--- config.mk ---
export PLATFORM = sky130hd
export DESIGN_NAME = tjmonopix2_rx_packer
export DESIGN_NICKNAME = d
export VERILOG_FILES = /design/src/rtl/tjmonopix2_rx_pkg.sv /design/src/rtl/rx_packer_fifo.sv /design/src/rtl/tjmonopix2_rx_packer.sv
export SDC_FILE = /design/constraint.sdc
export NUM_CORES = 1
export LEC_CHECK = 0
export ABC_AREA = 1
export CAP_MARGIN = 20
export CORE_ASPECT_RATIO = 1.25
export CORE_MARGIN = 2
export CORE_UTILIZATION = 49
export DETAILED_ROUTE_END_ITERATION = 10
export GPL_TIMING_DRIVEN = 0
export PLACE_DENSITY = 0.71
export SETUP_SLACK_MARGIN = 0.3
export SLEW_MARGIN = 20
export SYNTH_ARGS = -nofsm -noshare
export SYNTH_HDL_FRONTEND = slang
export SYNTH_SLANG_ARGS = --single-unit
--- constraint.sdc ---
create_clock -name CLK -period 4.9 [get_ports CLK]
set_clock_uncertainty 0.15 [all_clocks]
set_input_delay 0.49 -clock CLK [delete_from_list [all_inputs] [get_ports CLK]]
set_output_delay 0.49 -clock CLK [all_outputs]
set_load 0.02 [all_outputs]
--- src/rtl/tjmonopix2_rx_pkg.sv ---
// Shared definitions for the TJ-Monopix2 receive-side frame packer.
//   - K-character codes seen on the decoded 8b10b byte stream
//   - bit offsets of the 32-bit packed word
//   - packer FSM state type and a word-assembly helper
package tjmonopix2_rx_pkg;

    localparam logic [7:0] K_IDLE = 8'hBC;  // K28.5
    localparam logic [7:0] K_SOF  = 8'h3C;  // K28.1
    localparam logic [7:0] K_EOF  = 8'h1C;  // K28.0

    localparam int unsigned W_ID_LSB    = 28;
    localparam int unsigned W_SOF_BIT   = 27;
    localparam int unsigned W_EOF_BIT   = 26;
    localparam int unsigned W_NB_LSB    = 24;
    localparam int unsigned W_BYTES_LSB = 0;

    typedef enum logic {
        IDLE  = 1'b0,
        FRAME = 1'b1
    } state_t;

    function automatic logic [31:0] pack_word(input logic [3:0]  id,
                                              input logic        sof,
                                              input logic        eof,
                                              input logic [1:0]  nbytes,
                                              input logic [23:0] bytes);
        logic [31:0] w;
        w                       = '0;
        w[W_ID_LSB +: 4]        = id;
        w[W_SOF_BIT]            = sof;
        w[W_EOF_BIT]            = eof;
        w[W_NB_LSB +: 2]        = nbytes;
        w[W_BYTES_LSB +: 24]    = bytes;
        return w;
    endfunction

endpackage

--- src/rtl/rx_packer_fifo.sv ---
// Synchronous first-word-fall-through FIFO, DEPTH x WIDTH.
//   clk_i/rst_n_i : clock, asynchronous active-low reset
//   wr_en_i/wr_data_i : write request; accepted when not full, or when full
//                       and a read is accepted in the same cycle
//   rd_en_i       : pop the head word (ignored while empty)
//   rd_data_o     : head word, forced to zero while empty
//   full_o/empty_o: occupancy flags
module rx_packer_fifo #(
    parameter int unsigned DEPTH = 16,
    parameter int unsigned WIDTH = 32
) (
    input  logic             clk_i,
    input  logic             rst_n_i,
    input  logic             wr_en_i,
    input  logic [WIDTH-1:0] wr_data_i,
    input  logic             rd_en_i,
    output logic [WIDTH-1:0] rd_data_o,
    output logic             full_o,
    output logic             empty_o
);

    localparam int unsigned AW = $clog2(DEPTH);

    // One extra pointer bit separates full (MSBs differ) from empty (equal).
    logic [AW:0]      wptr_q;
    logic [AW:0]      rptr_q;
    logic [WIDTH-1:0] mem_q [DEPTH];
    logic             do_rd;
    logic             do_wr;

    assign empty_o = (wptr_q == rptr_q);
    assign full_o  = (wptr_q[AW] != rptr_q[AW]) &&
                     (wptr_q[AW-1:0] == rptr_q[AW-1:0]);

    assign do_rd = rd_en_i & ~empty_o;
    assign do_wr = wr_en_i & (~full_o | do_rd);

    always_ff @(posedge clk_i or negedge rst_n_i) begin
        if (!rst_n_i) begin
            wptr_q <= '0;
            rptr_q <= '0;
        end else begin
            if (do_wr) wptr_q <= wptr_q + (AW+1)'(1);
            if (do_rd) rptr_q <= rptr_q + (AW+1)'(1);
        end
    end

    always_ff @(posedge clk_i) begin
        if (do_wr) mem_q[wptr_q[AW-1:0]] <= wr_data_i;
    end

    // Stale storage is hidden behind the empty flag, so a reset looks like
    // cleared contents without needing resettable memory.
    assign rd_data_o = empty_o ? '0 : mem_q[rptr_q[AW-1:0]];

endmodule

--- src/rtl/tjmonopix2_rx_packer.sv ---
// Frame packer for the TJ-Monopix2 serial link: turns decoded 8b10b bytes
// into 32-bit words {IDENTIFIER, SOF, EOF, NBYTES, 3 byte lanes} and queues
// them in a small FWFT FIFO for the readout arbiter.
//   CLK, RSTB        : byte clock, asynchronous active-low reset
//   ENABLE           : packing enable; low forces IDLE and drops pending bytes
//   DATA/DATA_K/DATA_VALID : decoded byte stream
//   FIFO_READ/FIFO_EMPTY/FIFO_DATA : FWFT read side
//   LOST_COUNT       : words dropped on a full FIFO (saturating)
//   FRAME_ERR_COUNT  : framing errors (saturating)
//   CLEAR_COUNTERS   : synchronous clear of both counters, wins over increments
module tjmonopix2_rx_packer
    import tjmonopix2_rx_pkg::*;
#(
    parameter logic [3:0]  IDENTIFIER = 4'b0001,
    parameter int unsigned DEPTH      = 16
) (
    input  logic        CLK,
    input  logic        RSTB,
    input  logic        ENABLE,
    input  logic [7:0]  DATA,
    input  logic        DATA_K,
    input  logic        DATA_VALID,
    input  logic        FIFO_READ,
    output logic        FIFO_EMPTY,
    output logic [31:0] FIFO_DATA,
    output logic [7:0]  LOST_COUNT,
    output logic [7:0]  FRAME_ERR_COUNT,
    input  logic        CLEAR_COUNTERS
);

    state_t      state_q, state_d;
    logic [1:0]  pend_q, pend_d;
    logic        first_q, first_d;
    logic [23:0] pack_q, pack_d;

    logic        emit;
    logic        e_sof;
    logic        e_eof;
    logic [1:0]  e_nb;
    logic [23:0] e_bytes;
    logic        err_evt;

    logic        wr_q;
    logic [31:0] word_q;
    logic        fifo_full;
    logic        lost_evt;
    logic [7:0]  lost_q;
    logic [7:0]  ferr_q;

    // ---------------- FSM: state register ----------------
    always_ff @(posedge CLK or negedge RSTB) begin
        if (!RSTB) state_q <= IDLE;
        else       state_q <= state_d;
    end

    // ---------------- FSM: next state ----------------
    always_comb begin
        state_d = state_q;
        if (!ENABLE) begin
            state_d = IDLE;
        end else if (DATA_VALID && DATA_K) begin
            if (DATA == K_SOF)      state_d = FRAME;
            else if (DATA == K_EOF) state_d = IDLE;
        end
    end

    // ---------------- FSM: outputs / pack register next values ----------------
    always_comb begin
        pend_d  = pend_q;
        first_d = first_q;
        pack_d  = pack_q;
        emit    = 1'b0;
        e_sof   = first_q;
        e_eof   = 1'b0;
        e_nb    = pend_q;
        e_bytes = pack_q;
        err_evt = 1'b0;
        if (!ENABLE) begin
            pend_d  = '0;
            first_d = 1'b1;
            pack_d  = '0;
        end else if (DATA_VALID) begin
            if (DATA_K) begin
                case (DATA)
                    K_IDLE: begin
                    end
                    K_SOF: begin
                        // A restart flushes what is pending; a frame that has
                        // produced nothing yet still leaves a SOF marker word.
                        if (state_q == FRAME) begin
                            err_evt = 1'b1;
                            emit    = (pend_q != 2'd0) || first_q;
                        end
                        pend_d  = '0;
                        first_d = 1'b1;
                        pack_d  = '0;
                    end
                    K_EOF: begin
                        if (state_q == FRAME) begin
                            emit   = 1'b1;
                            e_eof  = 1'b1;
                            pend_d = '0;
                            pack_d = '0;
                        end else begin
                            err_evt = 1'b1;
                        end
                    end
                    default: err_evt = 1'b1;
                endcase
            end else if (state_q == IDLE) begin
                err_evt = 1'b1;
            end else if (pend_q == 2'd2) begin
                // Third byte goes straight into the word, not the register.
                emit    = 1'b1;
                e_nb    = 2'd3;
                e_bytes = {pack_q[23:8], DATA};
                pend_d  = '0;
                first_d = 1'b0;
                pack_d  = '0;
            end else begin
                pend_d = pend_q + 2'd1;
                if (pend_q == 2'd0) pack_d[23:16] = DATA;
                else                pack_d[15:8]  = DATA;
            end
        end
    end

    // ---------------- pack register, word stage, counters ----------------
    assign lost_evt = wr_q & fifo_full & ~FIFO_READ;

    always_ff @(posedge CLK or negedge RSTB) begin
        if (!RSTB) begin
            pend_q  <= '0;
            first_q <= 1'b1;
            pack_q  <= '0;
            wr_q    <= 1'b0;
            word_q  <= '0;
            lost_q  <= '0;
            ferr_q  <= '0;
        end else begin
            pend_q  <= pend_d;
            first_q <= first_d;
            pack_q  <= pack_d;
            wr_q    <= emit;
            word_q  <= pack_word(IDENTIFIER, e_sof, e_eof, e_nb, e_bytes);
            if (CLEAR_COUNTERS) begin
                lost_q <= '0;
                ferr_q <= '0;
            end else begin
                if (lost_evt && lost_q != '1) lost_q <= lost_q + 8'd1;
                if (err_evt  && ferr_q != '1) ferr_q <= ferr_q + 8'd1;
            end
        end
    end

    assign LOST_COUNT      = lost_q;
    assign FRAME_ERR_COUNT = ferr_q;

    rx_packer_fifo #(
        .DEPTH (DEPTH),
        .WIDTH (32)
    ) u_fifo (
        .clk_i     (CLK),
        .rst_n_i   (RSTB),
        .wr_en_i   (wr_q),
        .wr_data_i (word_q),
        .rd_en_i   (FIFO_READ),
        .rd_data_o (FIFO_DATA),
        .full_o    (fifo_full),
        .empty_o   (FIFO_EMPTY)
    );

endmodule

# After elaboration in Yosys (flattened, before gate mapping)
# Memories as Yosys holds them, arrays and structs flattened.
# Cells that the tools add are included.
totals:
  regBits: 84
  ram_bits: 464
  out_inout_bits: 49
  memories: 1
memory_table:
  columns: ["name", "words", "word_bits", "read_ports", "rd_clocked_by_memory_dff", "wr", "line_no", "rtl"]
  rows:
  - ["u_fifo.mem_q", 16, 29, 1, 0, 1, "rx_packer_fifo.sv:27", "logic [WIDTH-1:0] mem_q [DEPTH];"]
op_classes:
  addsub: 5
  eq_ne: 19
  n_mux: 61
  n_bitwise: 8
  reduce_logical: 15
op_table:
  columns: ["op", "n"]
  rows:
  - ["24-bit two-way mux", 5]
  - ["8-bit two-way mux", 12]
  - ["24-bit one-hot mux with 2 select lines", 1]
  - ["32-bit two-way mux", 1]
  - ["1-bit two-way mux", 27]
  - ["2-bit two-way mux", 11]
  - ["8-bit by 1-bit adder with 8-bit output (second input constant)", 2]
  - ["16-bit two-way mux", 1]
  - ["8-bit != test (second input constant)", 2]
  - ["5-bit AND reduction", 3]
  - ["5-bit by 1-bit adder with 5-bit output (second input constant)", 2]
  - ["3-bit by 1-bit != test with 1-bit output (second input constant)", 3]
  - ["8-bit by 5-bit equality test with 1-bit output (second input constant)", 1]
  - ["8-bit by 6-bit equality test with 1-bit output (second input constant)", 1]
  - ["8-bit equality test (second input constant)", 1]
  - ["4-bit AND reduction", 2]
  - ["2-bit nonzero test", 3]
  - ["5-bit equality test", 1]
  - ["1-bit bitwise AND", 4]
  - ["4-bit equality test", 1]
  - ["1-bit logical AND", 4]
  - ["2-bit by 1-bit != test with 1-bit output (second input constant)", 2]
  - ["4-bit by 1-bit != test with 1-bit output (second input constant)", 1]
  - ["4-bit by 2-bit != test with 1-bit output (second input constant)", 1]
  - ["other kinds (14)", 16]

# Depth between registers and ports, before layout
logic_depth:
  word_depth: 8
  depth_mapped: 12
  ltp_nobuf: 9

# Cells and area by module
# Synthesis repeated with hierarchy kept, for this count alone.
hier_totals:
  hier_cells: 2583
  area_unflattened_um2: 25841.0
by_module_without_submodules:
  columns: ["mod", "n_inst", "cells_each", "area_per_inst_um2", "seq_area_each_um2"]
  rows:
  - ["rx_packer_fifo", 1, 2250, 22914.5, 15625.0]
  - ["tjmonopix2_rx_packer", 1, 333, 2926.6, 1652.8]

# Least setup slack after synthesis
# Ideal clock, no wire load.
synth_path:
  path_type: "register -> register"
  start: "reg u_fifo.rptr_q[0]"
  end: "mem u_fifo.mem_q[0][0] (netlist bit) (enable)"
  arrival_ps: 2424
  t_required_ps: 4335
  setup_slack_ps: 1911
  path_stages_with_launch: 10
  n_path_buf: 2
  synth_period_minus_slack_ps: 2989
  path_cell_list: "dfrtp_1 buf_6 buf_6 nand2_1 a21oi_2 nand3_2 nand2_2 inv_2 nand2_1 nor2_1"
synth_via:
  elab_chain_len: 7
  elab_cells_between_ends: 10
synth_rtl:
  columns: ["element", "line_no", "rtl"]
  rows:
  - ["start, declared", "rx_packer_fifo.sv:26", "logic [AW:0] rptr_q;"]
  - ["start signal, assigned", "rx_packer_fifo.sv:44", "if (do_rd) rptr_q <= rptr_q + (AW+1)'(1);"]
  - ["5-bit equality test or 4-bit equality test (tied branches)", "rx_packer_fifo.sv:31, rx_packer_fifo.sv:33", null]
  - ["1-bit NOT or 1-bit logical AND (tied branches)", "rx_packer_fifo.sv:35, rx_packer_fifo.sv:32", null]
  - ["1-bit bitwise AND or 1-bit NOT (tied branches)", "rx_packer_fifo.sv:35, rx_packer_fifo.sv:36", null]
  - ["1-bit OR *", "rx_packer_fifo.sv:36", "assign do_wr = wr_en_i & (~full_o | do_rd);"]
  - ["1-bit bitwise AND *", "rx_packer_fifo.sv:36", null]
  - ["1-bit two-way mux *", "rx_packer_fifo.sv:49", "if (do_wr) mem_q[wptr_q[AW-1:0]] <= wr_data_i;"]
  - ["1-bit two-way mux (not written as such) *", "rx_packer_fifo.sv:49", null]
  - ["end, declared", "rx_packer_fifo.sv:27", null]
# Mark *: on every way between the ends. The rest lies on a longest branch, timed or not.

# Worst setup path after layout
layout_path:
  start: "reg u_fifo.rptr_q[1]"
  end: "out FIFO_DATA[27]"
layout_via:
  elab_chain_len: 2
  elab_cells_between_ends: 3
layout_rtl:
  columns: ["element", "line_no", "rtl"]
  rows:
  - ["memory read 16 x 29 bit or 5-bit equality test (tied branches)", null, null]
  - ["32-bit two-way mux *", "rx_packer_fifo.sv:54", "assign rd_data_o = empty_o ? '0 : mem_q[rptr_q[AW-1:0]];"]
  - ["end, declared", "tjmonopix2_rx_packer.sv:25", "output logic [31:0] FIFO_DATA,"]
# Marks and branches as above.

==> results.sh <==
export IMPL_synth_edff_count=464
export IMPL_fillers=3415
export IMPL_grt_first_pass_wirelength_mm=86.4
export IMPL_async_flop_share=0.141
export IMPL_setup_ws_ns=0.607
export IMPL_synth_warnings=0
export IMPL_critPathBufInv=4
export IMPL_relSlewSlack=0.380
export IMPL_antenna_left=0
export IMPL_yosys_area_top_type="edfxtp_1"
export IMPL_syn_area_mm2=0.0220
export IMPL_crit_start="u_fifo.rptr_q[1]"
export IMPL_drtIter0Drc=1673
export IMPL_die_x_um=194
export IMPL_core_mm2=0.0442
export IMPL_power_density_mw_per_mm2=556
export IMPL_cap_violations=0
export IMPL_post_drt_wl_per_cell_um=21.9
export IMPL_grt_max_degree=60
export IMPL_area_growth_pct=15.7
export IMPL_start_kind="register"
export IMPL_setup_violations=0
export IMPL_cp_top_family="buffers and inverters"
export IMPL_ys_seq_area_frac=0.719
export IMPL_worstPathRequired_ns=4.26
export IMPL_clock_latency_ns=0.57
export IMPL_fin_setup_tns_ns=0
export IMPL_cts_tree="yes"
export IMPL_crit_type="reg -> out"
export IMPL_cpMostUsedCell="buf_4"
export IMPL_path_depth=8
export IMPL_arrival_ns=3.65
export IMPL_path_clk_slew_ns=0.07
export IMPL_yosys_top_cells_area="edfxtp_1, dfrtp_1, nor2_1"
export IMPL_dpl_hpwl_mm=38.3
export IMPL_placed_cell_area_mm2=0.0239
export IMPL_syn_area_per_cell_um2=11.9
export IMPL_path_max_fanout=10
export IMPL_grt_overflow_total=0
export IMPL_chipHeight_um=241
export IMPL_status="completed"
export IMPL_path_cells="buf_4 -> buf_4 -> clkbuf_1 -> o21ai_0 -> o211ai_1 -> nand3_1 -> a21oi_1 -> clkdlybuf4s50_1"
export IMPL_ctsResizeCount=0
export IMPL_drt_first_pass_iters=7
export IMPL_route_detailed_drc=0
export IMPL_via_count=14800
export IMPL_fin_cells=2596
export IMPL_r2r_cells=11
export IMPL_cts_hold_buf=1
export IMPL_cp_end_kind="output pin"
export IMPL_whs_ns=0.0899
export IMPL_slowest_stage="clkdlybuf4s50_1"
export IMPL_max_freq_mhz=233
export IMPL_cts_setup_buffers=0
export IMPL_finalHoldViolations=0
export IMPL_grt_pass1_vias=15100
export IMPL_final_max_slew_violation_count=0
export IMPL_tightest_slew_ns=0.931
export IMPL_synth_cell_types=38
export IMPL_ys_flop_type="edfxtp_1"
export IMPL_reg2reg_from="u_fifo.rptr_q[0]"
export IMPL_cts_buffers=48
export IMPL_hold_depth=2
export IMPL_ys_ff_latch=540
export IMPL_clock_path_buffers=3
export IMPL_hold_class="in -> reg"
export IMPL_finalCritPeriodShare=0.876
export IMPL_gp_congestion=0.877
export IMPL_min_period_ns=4.29
export IMPL_rsz0062_at_grt="no"
export IMPL_holdCritStartpoint="DATA_K"
export IMPL_stdcell_area_mm2=0.0255
export IMPL_io_buffers=59
export IMPL_globalRouteTotalUtil=0.244
export IMPL_p_total_mw=14.2
export IMPL_final_core_util=0.576
export IMPL_cts_root_buffer="clkbuf_16"
export IMPL_synth_top_area_frac=0.632
export IMPL_drive_above_1_share=0.0860
export IMPL_dp_cells=2509
export IMPL_synth_cells=1859
export IMPL_htreeDepth=2
export IMPL_peakVddDrop_mv=0.280
export IMPL_diodes=0
export IMPL_antenna_found_initial=0
export IMPL_layout_nets=2010
export IMPL_clock_sinks=540
export IMPL_wl_mm=57.0
export IMPL_dieArea_mm2=0.0467
export IMPL_viasPerCell=5.71
export IMPL_rows=86
export IMPL_dp_slack_ns=1.39
export IMPL_io_pins=64
export IMPL_cellLeakagePower_nw=9.24
export IMPL_slowest_delay_ns=0.67
export IMPL_initial_core_util=0.498
-- worst paths after layout --
path,to,slack (ns)
max in group asynchronous,e_sof,3.82
max reg2reg,u_fifo.mem_q[8][14],1.95
max,FIFO_DATA[27],0.61
min,word_q[24],0.09
min in group asynchronous,pack_q[18],0.18
min reg2reg,word_q[14],0.22
-- cell families (layout without fill, tap and decap cells) --
| kind of cell | count (synthesis) | count (layout) | synth area share |
|---|---|---|---|
| AO/OA/AOI/OAI | 397 | 397 | 0.0977 |
| AND/OR/NAND/NOR | 710 | 710 | 0.131 |
| XOR/XNOR | 19 | 19 | 0.00755 |
| flip-flops | 540 | 540 | 0.719 |
| other | 2 | 4 | 0.000341 |
| buffers and inverters | 184 | 347 | 0.0405 |
| adder cells (fa/ha/maj) | 7 | 7 | 0.00398 |
-- state kept, by name (all words and copies together) (netlist names), 2 cells and up --
name	cells
u_fifo.mem_q	464
pend_q	2
LOST_COUNT	8
u_fifo.wptr_q	5
pack_q	16
FRAME_ERR_COUNT	8
u_fifo.rptr_q	5
word_q	29
-- worst reg2reg max path: stages, from the launching register on --
cell,delay [ns]
dfrtp_1,0.37
buf_6,0.20
inv_6,0.07
buf_6,0.16
nand2_1,0.09
a21oi_2,0.08
nand3_2,0.10
nand2_2,0.12
inv_2,0.14
nand2_1,0.26
nor2_4,0.64
buf_16,0.26
-- power breakdown --
| part | internal (mW) | total, mW | switching, mW |
|---|---|---|---|
| Sequential | 5.12 | 5.24 | 0.127 |
| Clock | 2.21 | 3.84 | 1.63 |
| Combinational | 1.70 | 5.10 | 3.40 |
-- cells in the final DEF (no fill, tap or decap), types with 5 or more instances in the layout --
| cell | instances |
|---|---|
| a21oi_1 | 30 |
| buf_1 | 5 |
| buf_12 | 8 |
| buf_16 | 10 |
| buf_2 | 24 |
| buf_4 | 19 |
| buf_6 | 11 |
| clkbuf_1 | 56 |
| clkbuf_16 | 52 |
| clkbuf_8 | 5 |
| clkdlybuf4s50_1 | 58 |
| clkinv_1 | 10 |
| clkinv_2 | 6 |
| dfrtp_1 | 75 |
| edfxtp_1 | 464 |
| ha_1 | 7 |
| inv_1 | 70 |
| nand2_1 | 204 |
| nand3_1 | 65 |
| nand4_1 | 30 |
| nor2_1 | 371 |
| nor2_4 | 17 |
| nor3_1 | 12 |
| o211ai_1 | 58 |
| o21ai_0 | 234 |
| o21ai_1 | 69 |
| xnor2_1 | 5 |
| xor2_1 | 14 |
-- area by class of cell --
type                       count  area, µm²  area share
timing repair buffer          77       1010      0.0398
clock inverter                22        208     0.00815
multi-input combinational   1137       5430       0.213
buffer                       108        602      0.0236
inverter                      76        290      0.0114
clock buffer                  64       1400      0.0548
sequential                   540      15800       0.621
tap                          572        716      0.0281
-- routing by layer --
layer,track usage,wire length [µm],vias to the layer above
met4,0.119,2630,0
met2,0.431,28800,749
met3,0.0442,4900,191
met5,0,0,-
met1,0.289,20700,7074
li1,-,-,6800
-- cells in the mapped netlist, types with 2 or more instances --
cell	instances
a21oi_1	30
a21oi_2	2
buf_1	5
buf_2	24
buf_4	18
buf_6	11
clkbuf_1	49
conb_1	2
dfrtp_1	75
edfxtp_1	464
ha_1	7
inv_1	70
inv_2	4
nand2_1	204
nand3_1	65
nand3_2	3
nand3b_1	4
nand4_1	30
nor2_1	387
nor3_1	12
o211ai_1	58
o21ai_0	234
o21ai_1	69
xnor2_1	5
xor2_1	14
Power figures use the tool's default switching activity.
